## src/rtl/kgd_fill_master.sv

```systemverilog
// -----------------------------------------------------------------------------
// kgd_fill_master
//
// Second Wishbone initiator on the KGD side of the bus arbiter. It fills or
// verifies a run of video-RAM bytes through the KGD register window
// (ctrl +0, data +2, addr +4). For every byte it first writes the addr
// register, then either writes the data register (fill) or reads it back and
// compares against the expected byte (verify). An optional ctrl-register write
// ({g_on=1, t_off, 14'b0}) can precede the byte run.
//
// Ports
//   wb_clk_i, wb_rst_i    bus clock, asynchronous active-high reset
//   cmd_start             1-cycle start pulse, honoured only while idle
//   cmd_verify            0 = fill, 1 = verify
//   cmd_gon, cmd_toff     issue the ctrl write first / t_off value for it
//   cmd_addr, cmd_len     first video-RAM address / byte count (0 = no bytes)
//   cmd_data              fill pattern or expected byte
//   cmd_abort             finish after the bus cycle currently in flight
//   busy, done, err       in progress / 1-cycle end pulse / sticky timeout
//   mism_cnt, cur_addr    saturating verify miss count / current address
//   wbm_*                 Wishbone master port towards the KGD
// -----------------------------------------------------------------------------
module kgd_fill_master #(
    parameter int TIMEOUT = 64
) (
    input  logic        wb_clk_i,
    input  logic        wb_rst_i,
    input  logic        cmd_start,
    input  logic        cmd_verify,
    input  logic        cmd_gon,
    input  logic        cmd_toff,
    input  logic [13:0] cmd_addr,
    input  logic [13:0] cmd_len,
    input  logic [7:0]  cmd_data,
    input  logic        cmd_abort,
    output logic        busy,
    output logic        done,
    output logic        err,
    output logic [13:0] mism_cnt,
    output logic [13:0] cur_addr,
    output logic [2:0]  wbm_adr_o,
    output logic [15:0] wbm_dat_o,
    input  logic [15:0] wbm_dat_i,
    output logic        wbm_cyc_o,
    output logic        wbm_stb_o,
    output logic        wbm_we_o,
    output logic [1:0]  wbm_sel_o,
    input  logic        wbm_ack_i
);

    localparam int WW = $clog2(TIMEOUT + 1);
    localparam logic [WW-1:0] WAIT_LAST = WW'(TIMEOUT - 1);

    typedef enum logic [2:0] {
        S_IDLE,
        S_CTRL,
        S_ADDR,
        S_DATA,
        S_GAP,
        S_FIN
    } state_t;

    state_t         state;
    state_t         gap_next;
    logic           verify_q;
    logic           toff_q;
    logic [7:0]     data_q;
    logic [13:0]    remaining;
    logic           abort_pend;
    logic [WW-1:0]  wait_cnt;
    logic           abort_now;
    logic           unused_dat_hi;

    // An abort arriving in the same cycle as an ack must still stop the run.
    assign abort_now = abort_pend | cmd_abort;

    // Only the low byte of read data carries video-RAM contents.
    assign unused_dat_hi = ^wbm_dat_i[15:8];

    // Single sequencer. Every bus access is a CTRL/ADDR/DATA state entered
    // from GAP; GAP both supplies the mandatory idle cycle between accesses
    // and waits out the KGD's two-cycle ack so a stale ack is never taken as
    // the response to a new access.
    always_ff @(posedge wb_clk_i or posedge wb_rst_i) begin
        if (wb_rst_i) begin
            state      <= S_IDLE;
            gap_next   <= S_ADDR;
            verify_q   <= 1'b0;
            toff_q     <= 1'b0;
            data_q     <= 8'h00;
            remaining  <= 14'd0;
            abort_pend <= 1'b0;
            wait_cnt   <= '0;
            busy       <= 1'b0;
            done       <= 1'b0;
            err        <= 1'b0;
            mism_cnt   <= 14'd0;
            cur_addr   <= 14'd0;
            wbm_adr_o  <= 3'b000;
            wbm_dat_o  <= 16'h0000;
            wbm_cyc_o  <= 1'b0;
            wbm_stb_o  <= 1'b0;
            wbm_we_o   <= 1'b0;
            wbm_sel_o  <= 2'b00;
        end else begin
            done <= 1'b0;
            if (state != S_IDLE && cmd_abort) begin
                abort_pend <= 1'b1;
            end

            case (state)
                S_IDLE: begin
                    if (cmd_start) begin
                        verify_q   <= cmd_verify;
                        toff_q     <= cmd_toff;
                        data_q     <= cmd_data;
                        remaining  <= cmd_len;
                        cur_addr   <= cmd_addr;
                        busy       <= 1'b1;
                        err        <= 1'b0;
                        mism_cnt   <= 14'd0;
                        abort_pend <= 1'b0;
                        gap_next   <= cmd_gon ? S_CTRL : S_ADDR;
                        state      <= (cmd_len == 14'd0 && !cmd_gon) ? S_FIN : S_GAP;
                    end
                end

                S_GAP: begin
                    if (abort_now) begin
                        state <= S_FIN;
                    end else if (!wbm_ack_i) begin
                        wbm_cyc_o <= 1'b1;
                        wbm_stb_o <= 1'b1;
                        wait_cnt  <= '0;
                        state     <= gap_next;
                        case (gap_next)
                            S_CTRL: begin
                                wbm_adr_o <= 3'b000;
                                wbm_we_o  <= 1'b1;
                                wbm_sel_o <= 2'b10;
                                wbm_dat_o <= {1'b1, toff_q, 14'b0};
                            end
                            S_ADDR: begin
                                wbm_adr_o <= 3'b100;
                                wbm_we_o  <= 1'b1;
                                wbm_sel_o <= 2'b11;
                                wbm_dat_o <= {2'b00, cur_addr};
                            end
                            default: begin
                                wbm_adr_o <= 3'b010;
                                wbm_we_o  <= !verify_q;
                                wbm_sel_o <= verify_q ? 2'b11 : 2'b01;
                                wbm_dat_o <= verify_q ? 16'h0000 : {8'h00, data_q};
                            end
                        endcase
                    end
                end

                S_CTRL, S_ADDR, S_DATA: begin
                    if (wbm_ack_i) begin
                        wbm_cyc_o <= 1'b0;
                        wbm_stb_o <= 1'b0;
                        case (state)
                            S_CTRL: begin
                                if (remaining == 14'd0 || abort_now) begin
                                    state <= S_FIN;
                                end else begin
                                    gap_next <= S_ADDR;
                                    state    <= S_GAP;
                                end
                            end
                            S_ADDR: begin
                                if (abort_now) begin
                                    state <= S_FIN;
                                end else begin
                                    gap_next <= S_DATA;
                                    state    <= S_GAP;
                                end
                            end
                            S_DATA: begin
                                if (verify_q && wbm_dat_i[7:0] != data_q && mism_cnt != 14'h3FFF) begin
                                    mism_cnt <= mism_cnt + 14'd1;
                                end
                                cur_addr  <= cur_addr + 14'd1;
                                remaining <= remaining - 14'd1;
                                if (remaining == 14'd1 || abort_now) begin
                                    state <= S_FIN;
                                end else begin
                                    gap_next <= S_ADDR;
                                    state    <= S_GAP;
                                end
                            end
                            default: state <= S_FIN;
                        endcase
                    end else if (wait_cnt == WAIT_LAST) begin
                        wbm_cyc_o <= 1'b0;
                        wbm_stb_o <= 1'b0;
                        err       <= 1'b1;
                        state     <= S_FIN;
                    end else begin
                        wait_cnt <= wait_cnt + 1'b1;
                    end
                end

                S_FIN: begin
                    done  <= 1'b1;
                    busy  <= 1'b0;
                    state <= S_IDLE;
                end

                default: state <= S_IDLE;
            endcase
        end
    end

endmodule

```

## config.mk

```make
export PLATFORM = sky130hd
export DESIGN_NAME = kgd_fill_master
export DESIGN_NICKNAME = d
export VERILOG_FILES = /design/src/rtl/kgd_fill_master.sv
export SDC_FILE = /design/constraint.sdc
export NUM_CORES = 1
export LEC_CHECK = 0
export BUFFER_PORTS_ARGS = -buffer_cell sky130_fd_sc_hd__buf_2
export CAP_MARGIN = 30
export CELL_PAD_IN_SITES_DETAIL_PLACEMENT = 1
export CELL_PAD_IN_SITES_GLOBAL_PLACEMENT = 2
export CORE_AREA = 2 2 170 105
export DETAILED_ROUTE_END_ITERATION = 10
export DIE_AREA = 0 0 172 107
export GPL_ROUTABILITY_DRIVEN = 1
export PLACE_DENSITY = 0.8
export SLEW_MARGIN = 20
export SYNTH_ARGS = -nofsm -noshare
export SYNTH_HDL_FRONTEND = slang
export SYNTH_SLANG_ARGS = --single-unit
```

## constraint.sdc

```tcl
create_clock -name wb_clk_i -period 2.7 [get_ports wb_clk_i]
set_input_delay 0.54 -clock wb_clk_i [delete_from_list [all_inputs] [get_ports wb_clk_i]]
set_output_delay 0.54 -clock wb_clk_i [all_outputs]
set_load 0.005 [all_outputs]
```

==> impl_metrics.json, run 1 <==
{
  "status": "completed",
  "synth_area_sq_um": 4827,
  "reg2reg_slack_ns": 0.27,
  "rsz0062_at_grt": "no",
  "synth.area.top_cells": "dfrtp_1, nand2_1, a21oi_1",
  "tns_ns": 0,
  "gp_congestion": 0.8416,
  "vias": 4587,
  "portBuffers": 105,
  "start_util": 0.2865,
  "peakVddDrop_uv": 317.0,
  "p_leak_nw": 2.685,
  "cp-start-kind": "flip-flop",
  "worst_slew_pin_slew_ns": 0.7428,
  "drt_iter0_drc": 272,
  "fmax_mhz": 411.0,
  "wirelength_um": 15950,
  "slew_violations": 0,
  "clockBufferDepth": 2,
  "power.density_nw_per_um2": 1034,
  "io_pins": 115,
  "cts_tree": "yes",
  "cap_violations": 0,
  "postCtsSetupBuffers": 0,
  "hold_class": "primary input to async pin",
  "regToRegStartpoint": "remaining[5]",
  "synth-seq-cells": 90,
  "grt_first_pass_wirelength_um": 26410,
  "crit_path_start": "remaining[5]",
  "dieArea_sq_um": 18400,
  "postSynthCellCount": 553,
  "insertedDiodeCount": 0,
  "yosysSeqAreaShare": 0.4668,
  "hold_viol": 0,
  "min_period_over_period": 0.9011,
  "mostFrequentLayoutCells": "buf_2, nand2_1, dfrtp_1",
  "synth_cell_types": 60,
  "grt_use_total": 0.1837,
  "overflow": 0,
  "synthFlopType": "dfrtp_1",
  "nets": 717,
  "syn_avg_cell_area_sq_um": 8.729,
  "final_common_cell": "buf_2",
  "clock-sinks": 90,
  "cp_slowest_stage_delay_ns": 0.47,
  "insertion_delay_ns": 0.35,
  "grt_pass1_vias": 4923,
  "first_pass_iters": 4,
  "critPathKind": "flip-flop to flip-flop",
  "synth_top_cell_by_area": "dfrtp_1",
  "synth.top_cell.area_share": 0.4614,
  "nFillCells": 2028,
  "synth_fp_nets": 623,
  "die_width_um": 172,
  "core-area_sq_um": 16850,
  "path_cells": "or3_4, or3_1, nor4b_1, a21bo_2, mux2_2",
  "hold_buffers": 0,
  "slowest_stage": "or3_1",
  "yosysWarnings": 0,
  "synth-async-reset-ratio": 1.000,
  "cts_root_buf": "clkbuf_16",
  "path_clk_slew_ns": 0.07,
  "ctsHtreeMaxLevel": 3,
  "ctsResizeCount": 0,
  "grt_max_degree": 46,
  "setup_viol": 0,
  "rows": 37,
  "drc_errors": 0,
  "die_h_um": 107,
  "crit_arrival_ns": 2.67,
  "worst-path-max-fanout": 8,
  "syn2layout_area_growth_pct": 23.07,
  "wl_per_cell_um": 18.00,
  "dp_hpwl_um": 11600,
  "cts_buffers": 9,
  "fin_ws_ns": 0.2670,
  "routed_via_density": 5.177,
  "slew_headroom": 0.5007,
  "finalClockSkew_ns": 0.009410,
  "drive_above_1_share": 0.2301,
  "min_period_ns": 2.433,
  "synth_enable_flop_cells": 0,
  "required_ns": 2.93,
  "antenna_left": 0,
  "pre_cts_slack_ns": 0.2981,
  "crit_path_end_kind": "flip-flop",
  "antenna_found_initial": 0
}
-- registers in the layout, summed over array words and instances (netlist names) --
signal and cells:
abort_pend 1, busy 1, cur_addr 14, data_q 8, done 1, err 1, gap_next 2, mism_cnt 14
remaining 14, state 3, toff_q 1, verify_q 1, wait_cnt 7, wbm_adr_o 2, wbm_dat_o 16, wbm_sel_o 2
wbm_stb_o 1, wbm_we_o 1
-- logic make-up after synthesis --
group / after synthesis / synth area share
DFF: 90 / 0.4668
xor gates and xnor gates: 10 / 0.01815
buffers and inverters: 51 / 0.04484
and+or+nand+nor: 242 / 0.2421
muxes: 8 / 0.01711
other: 1 / 0.0007769
AOI/OAI and AO/OA: 141 / 0.1843
adders and majority gates: 10 / 0.02592
-- metrics by stage --
stage	power [mW]	utilization	instance area (sq um)	cells	hold slack, ns
6_report	6.144	0.3525	5941	886	0.3178
2_1_floorplan	3.824	-	4831	553	0.4460
3_3_place_gp	4.689	0.3338	5624	870	0.4530
5_1_grt	6.650	0.3525	5941	886	0.3681
4_1_cts	6.211	0.3525	5941	886	0.3327
3_5_place_dp	4.827	0.3338	5624	870	0.4587
-- synthesized netlist by cell type (8+ instances only) --
cell	n
nor3_1	16
nand3_1	32
o31ai_1	9
ha_1	10
xnor2_1	8
nand2_1	90
a221oi_1	8
o21ai_0	37
clkbuf_1	26
dfrtp_1	89
a21oi_1	47
nand4_1	12
inv_1	15
nor2_1	44
-- worst paths after layout --
path                                 end  cells past startpoint
min in group wb_clk_i          data_q[0]                      3
max in group asynchronous      data_q[4]                      3
min                                  err                      2
max                          gap_next[0]                      5
max reg2reg                  gap_next[0]                      5
min reg2reg                wbm_dat_o[13]                      2
-- report_power, final --
part	total [mW]	switching, mW	internal [mW]	leakage [nW]
logic	2.36	1.42	0.942	1.40
clock network	1.34	0.544	0.796	0.152
registers	2.44	0.580	1.86	1.13
-- worst max-delay path: cells and delay by family (launching register included) --
| family | cells | cell delay [ns] |
|---|---|---|
| compound gates | 1 | 0.22 |
| flops | 1 | 0.43 |
| mux | 1 | 0.33 |
| simple gates | 3 | 1.34 |
-- final cells by class --
type	instances	area, sq um	share of cell area
multi-input combinational	412	2362	0.3976
clock inverter	3	46.29	0.007793
sequential	90	2253	0.3793
clock buffer	13	270.3	0.04549
tap	234	292.8	0.04928
inverter	15	60.06	0.01011
timing repair buffer	119	655.6	0.1104
-- metal layers --
metal  track usage  vias up  wire length [um]
met2        0.2803       94              6985
met5             0        -                 0
met1        0.2603     2313              7894
met4       0.04202        0               149
met3       0.04799       13               918
li1              -     2167                 -
(Power assumes the default switching activity.)
==> run 2, diff against run 1 <==
Settings changed: CORE_AREA 2 2 170 105 to 2 2 167 104, CTS_BUF_LIST set to sky130_fd_sc_hd__clkbuf_2 sky130_fd_sc_hd__clkbuf_4 sky130_fd_sc_hd__clkbuf_8, DIE_AREA 0 0 172 107 to 0 0 169 106, PLACE_DENSITY 0.8 to 0.82.
==> run 2 against run 1 <==
Against the previous run:
- hold slack lost 0.046 ns
- maximum frequency shrank 0.29%
- non-clock buffer count shrank 2
- design area shrank 2.2%
==> impl_metrics.json, run 2 (synthesis results as in run 1) <==
{
  "cts_buffers": 9,
  "cp-start-kind": "flip-flop",
  "gp_congestion": 0.8524,
  "grt_max_degree": 46,
  "drt_iter0_drc": 228,
  "cap_violations": 0,
  "slew_violations": 0,
  "dp.cells": 848,
  "largest_reg_flops": 16,
  "die_h_um": 106,
  "overflow": 0,
  "mostFrequentLayoutCells": "buf_2, nand2_1, dfrtp_1",
  "nets": 715,
  "core-area_sq_um": 16570,
  "die_width_um": 169,
  "finalClockSkew_ns": 0.01037,
  "p_leak_nw": 2.639,
  "hold_buffers": 0,
  "insertedDiodeCount": 0,
  "wirelength_um": 15510,
  "grt_use_total": 0.1800,
  "start_util": 0.2913,
  "power.density_nw_per_um2": 1004,
  "final_common_cell": "buf_2",
  "nFillCells": 1974,
  "vias": 4544,
  "path_clk_slew_ns": 0.09,
  "dp_hpwl_um": 11430,
  "ctsResizeCount": 0,
  "insertion_delay_ns": 0.38,
  "crit_arrival_ns": 2.71,
  "rsz0062_at_grt": "no",
  "routed_via_density": 5.265,
  "wl_per_cell_um": 17.97,
  "setup_viol": 0,
  "min_period_over_period": 0.9038,
  "fin_hold_ws_ns": 0.2720,
  "status": "completed",
  "io_pins": 115,
  "antenna_left": 0,
  "fmax_mhz": 409.8,
  "portBuffers": 105,
  "min_period_ns": 2.440,
  "critPathKind": "flip-flop to flip-flop",
  "regMostFlops": "wbm_dat_o",
  "regArea_sq_um": 2253,
  "syn2layout_area_growth_pct": 20.37,
  "first_pass_iters": 5,
  "postCtsSetupBuffers": 0,
  "clockBufferDepth": 2,
  "worst_slew_pin_slew_ns": 0.9560,
  "rows": 37,
  "drive_above_1_share": 0.2280,
  "crit_path_end_kind": "flip-flop",
  "fin_cells": 863,
  "cts_tree": "yes",
  "cts_root_buf": "clkbuf_8",
  "hold_class": "primary input to async pin",
  "slew_headroom": 0.3627,
  "dieArea_sq_um": 17910,
  "antenna_found_initial": 0,
  "required_ns": 2.97,
  "worst-path-max-fanout": 8,
  "tns_ns": 0,
  "drc_errors": 0,
  "multiInputGateArea_sq_um": 2362,
  "grt_first_pass_wirelength_um": 25430,
  "clock-sinks": 90,
  "hold_viol": 0,
  "grt_pass1_vias": 4763,
  "peakVddDrop_uv": 296.2,
  "ctsHtreeMaxLevel": 3
}
-- run 2: layout make-up --
cell class | instances | area share
multi-input combinational | 412 | 0.4065
sequential | 90 | 0.3878
timing repair buffer | 117 | 0.1102
tap | 214 | 0.04608
clock buffer | 13 | 0.02864
clock inverter | 2 | 0.01034
inverter | 15 | 0.01034
-- run 2: layer usage --
| layer | up-vias | GRT usage | share of wire |
|---|---|---|---|
| met3 | 12 | 0.04430 | 0.047 |
| met2 | 94 | 0.2828 | 0.45 |
| met1 | 2278 | 0.2521 | 0.49 |
| met5 | - | 0 | 0 |
| li1 | 2160 | - | - |
| met4 | 0 | 0.03846 | 0.0097 |
-- run 2: per-stage QoR --
step                        util  power, mW  setup WS, ns  instance area, sq um
after floorplan                -      3.824        0.4689                  4831
after global placement    0.3369      4.648        0.3496                  5584
after detailed placement  0.3369      4.782        0.2960                  5584
after CTS                 0.3506      5.876        0.2745                  5811
after global routing      0.3506      6.288        0.1250                  5811
final                     0.3506      5.833        0.2598                  5811
-- run 2: path summary, 6_finish.rpt --
kind | startpoint | endpoint | slack, ns | cells past startpoint
min in group wb_clk_i | cmd_data[0] | data_q[0] | 0.35 | 3
max in group asynchronous | wb_rst_i | mism_cnt[5] | 1.80 | 3
worst max-delay path | remaining[5] | gap_next[0] | 0.26 | 5
worst min-delay path | wb_rst_i | wbm_dat_o[15] | 0.27 | 2
worst max register to register | remaining[5] | gap_next[0] | 0.26 | 5
worst min register to register | wbm_dat_o[15] | wbm_dat_o[15] | 0.48 | 2
-- run 2: critical path, cell delays in order (launching register included) --
cell and delay, ns:
dfrtp_1 0.44, or3_4 0.44, or3_1 0.45, nor4b_1 0.44, a21bo_2 0.22, mux2_2 0.33
-- run 2: where the power goes --
group          internal [mW]  leakage, nW  total, mW  switching [mW]
clock                  0.589        0.117       1.08           0.495
sequential              1.85         1.13       2.44           0.582
combinational          0.925         1.39       2.31            1.39
total                   3.37         2.64       5.83            2.47
==> run 3, diff against run 2 <==
Settings changed: CORE_AREA 2 2 167 104 to 2 2 145 119, DIE_AREA 0 0 169 106 to 0 0 147 121.
==> run 3 against run 2 <==
Against the previous run:
- sequential cell count unchanged
- wire length decreased by 1.9%
- hold slack got worse by 0.055 ns
- die area decreased by 0.71%
- combinational power about the same
- register-to-register slack got worse by 0.03 ns
- critical path depth unchanged
- sequential power about the same
- cell count increased by 0.58%
- worst setup slack got worse by 0.031 ns
- core utilization increased by 0.38 points
- largest cell class unchanged
- largest power group unchanged
==> impl_metrics.json, run 3 (synthesis results as in run 1) <==
{
  "slowest_stage": "or3_1",
  "fin_cells": 868,
  "cp-start-kind": "flip-flop",
  "rsz0062_at_grt": "no",
  "fmax_mhz": 404.7,
  "dpl_cell_area_sq_um": 5574,
  "rows": 42,
  "internal_power_mw": 3.250,
  "fin_hold_ws_ns": 0.2168,
  "cp_top_family": "simple AND/OR/NAND/NOR gates",
  "grt_first_pass_wirelength_um": 24860,
  "dp_hpwl_um": 10980,
  "drc_errors": 0,
  "start_util": 0.2963,
  "min_period_ns": 2.471,
  "fin_area_sq_um": 5773,
  "hold_viol": 0,
  "largest_reg_flops": 16,
  "die_width_um": 147,
  "pre_cts_slack_ns": 0.2641,
  "overflow": 0,
  "p_leak_nw": 2.623,
  "clock-sinks": 90,
  "cts_tree": "yes",
  "reg2reg_to": "gap_next[0]",
  "pwr-share-comb": 0.405,
  "required_ns": 2.95,
  "first_pass_iters": 4,
  "cap_violations": 0,
  "ctsHtreeMaxLevel": 3,
  "slew_violations": 0,
  "nets": 713,
  "cp_slowest_stage_delay_ns": 0.46,
  "critPathKind": "flip-flop to flip-flop",
  "cts_root_buf": "clkbuf_8",
  "switching_share": 0.4317,
  "reg2regPathDepth": 5,
  "routed_via_density": 5.226,
  "worst_slew_pin_slew_ns": 0.9753,
  "io_pins": 115,
  "antenna_found_initial": 0,
  "peakVddDrop_uv": 354.9,
  "power.density_nw_per_um2": 990.7,
  "reg2reg_slack_ns": 0.23,
  "wl_per_cell_um": 17.53,
  "switchingPower_mw": 2.469,
  "insertedDiodeCount": 0,
  "status": "completed",
  "vias": 4536,
  "drt_iter0_drc": 204,
  "dp.cells": 852,
  "setup_viol": 0,
  "crit_path_end_kind": "flip-flop",
  "worst-path-max-fanout": 8,
  "grt_use_total": 0.1760,
  "dieArea_sq_um": 17790,
  "insertion_delay_ns": 0.38,
  "antenna_left": 0,
  "path_cells": "or3_4, or3_1, nor4b_1, a21bo_2, mux2_2",
  "crit_arrival_ns": 2.73,
  "drive_above_1_share": 0.2253,
  "fin_ws_ns": 0.2288,
  "regMostFlops": "wbm_dat_o",
  "tns_ns": 0,
  "nFillCells": 1984,
  "portBuffers": 105,
  "hold_buffers": 0,
  "path_buf_inv": 0,
  "cts_buffers": 9,
  "hold_class": "primary input to async pin",
  "ctsResizeCount": 0,
  "path_clk_slew_ns": 0.10,
  "die_h_um": 121,
  "gp_congestion": 0.8261,
  "finalClockSkew_ns": 0.01425,
  "postCtsSetupBuffers": 0,
  "mostFrequentLayoutCells": "buf_2, nand2_1, dfrtp_1",
  "wirelength_um": 15220,
  "min_period_over_period": 0.9152,
  "sequentialPowerShare": 0.427,
  "syn2layout_area_growth_pct": 19.60,
  "grt_max_degree": 46,
  "core-area_sq_um": 16290,
  "clockBufferDepth": 2,
  "final_common_cell": "buf_2",
  "p_clk_frac": 0.169,
  "slew_headroom": 0.3498,
  "grt_pass1_vias": 4667,
  "regToRegStartpoint": "remaining[5]"
}
## run 3: how the worst max path moves through the flow
stage                      start           to  depth (start not counted)
finish              remaining[5]  gap_next[0]                          5
global route        remaining[5]  gap_next[0]                          5
CTS                 remaining[5]  gap_next[0]                          5
detailed placement  remaining[5]  gap_next[0]                          5
global placement    remaining[5]  gap_next[0]                          5
floorplan           remaining[5]  gap_next[0]                          6
## run 3: power groups by stage
stage | Sequential [mW] | Clock [mW] | Combinational, mW
after floorplan | 2.27 | 0 | 1.55
final | 2.44 | 0.965 | 2.31
after detailed placement | 2.46 | 0 | 2.35
after global placement | 2.43 | 0 | 2.22
after global routing | 2.54 | 1.06 | 2.63
after CTS | 2.44 | 1.01 | 2.36
## run 3: through the flow
stage	util	power [mW]
after floorplan	-	3.824
after global placement	0.3422	4.652
after detailed placement	0.3422	4.814
after CTS	0.3544	5.812
after global routing	0.3544	6.226
final	0.3544	5.720
## run 3: area by class of cell
| class | instances | area [sq um] | share of cell area |
|---|---|---|---|
| sequential | 90 | 2253 | 0.3903 |
| multi-input combinational | 412 | 2360 | 0.4088 |
| clock buffer | 11 | 145.1 | 0.02514 |
| inverter | 15 | 60.06 | 0.01040 |
| tap | 220 | 275.3 | 0.04768 |
| clock inverter | 5 | 53.80 | 0.009319 |
| timing repair buffer | 115 | 625.6 | 0.1084 |
## run 3: metal layers
metal	wire length, um	vias to the layer above	global-route usage
met5	0	-	0
met4	188	0	0.04327
met3	727	12	0.04624
met2	7166	103	0.2835
met1	7132	2268	0.2376
li1	-	2153	-
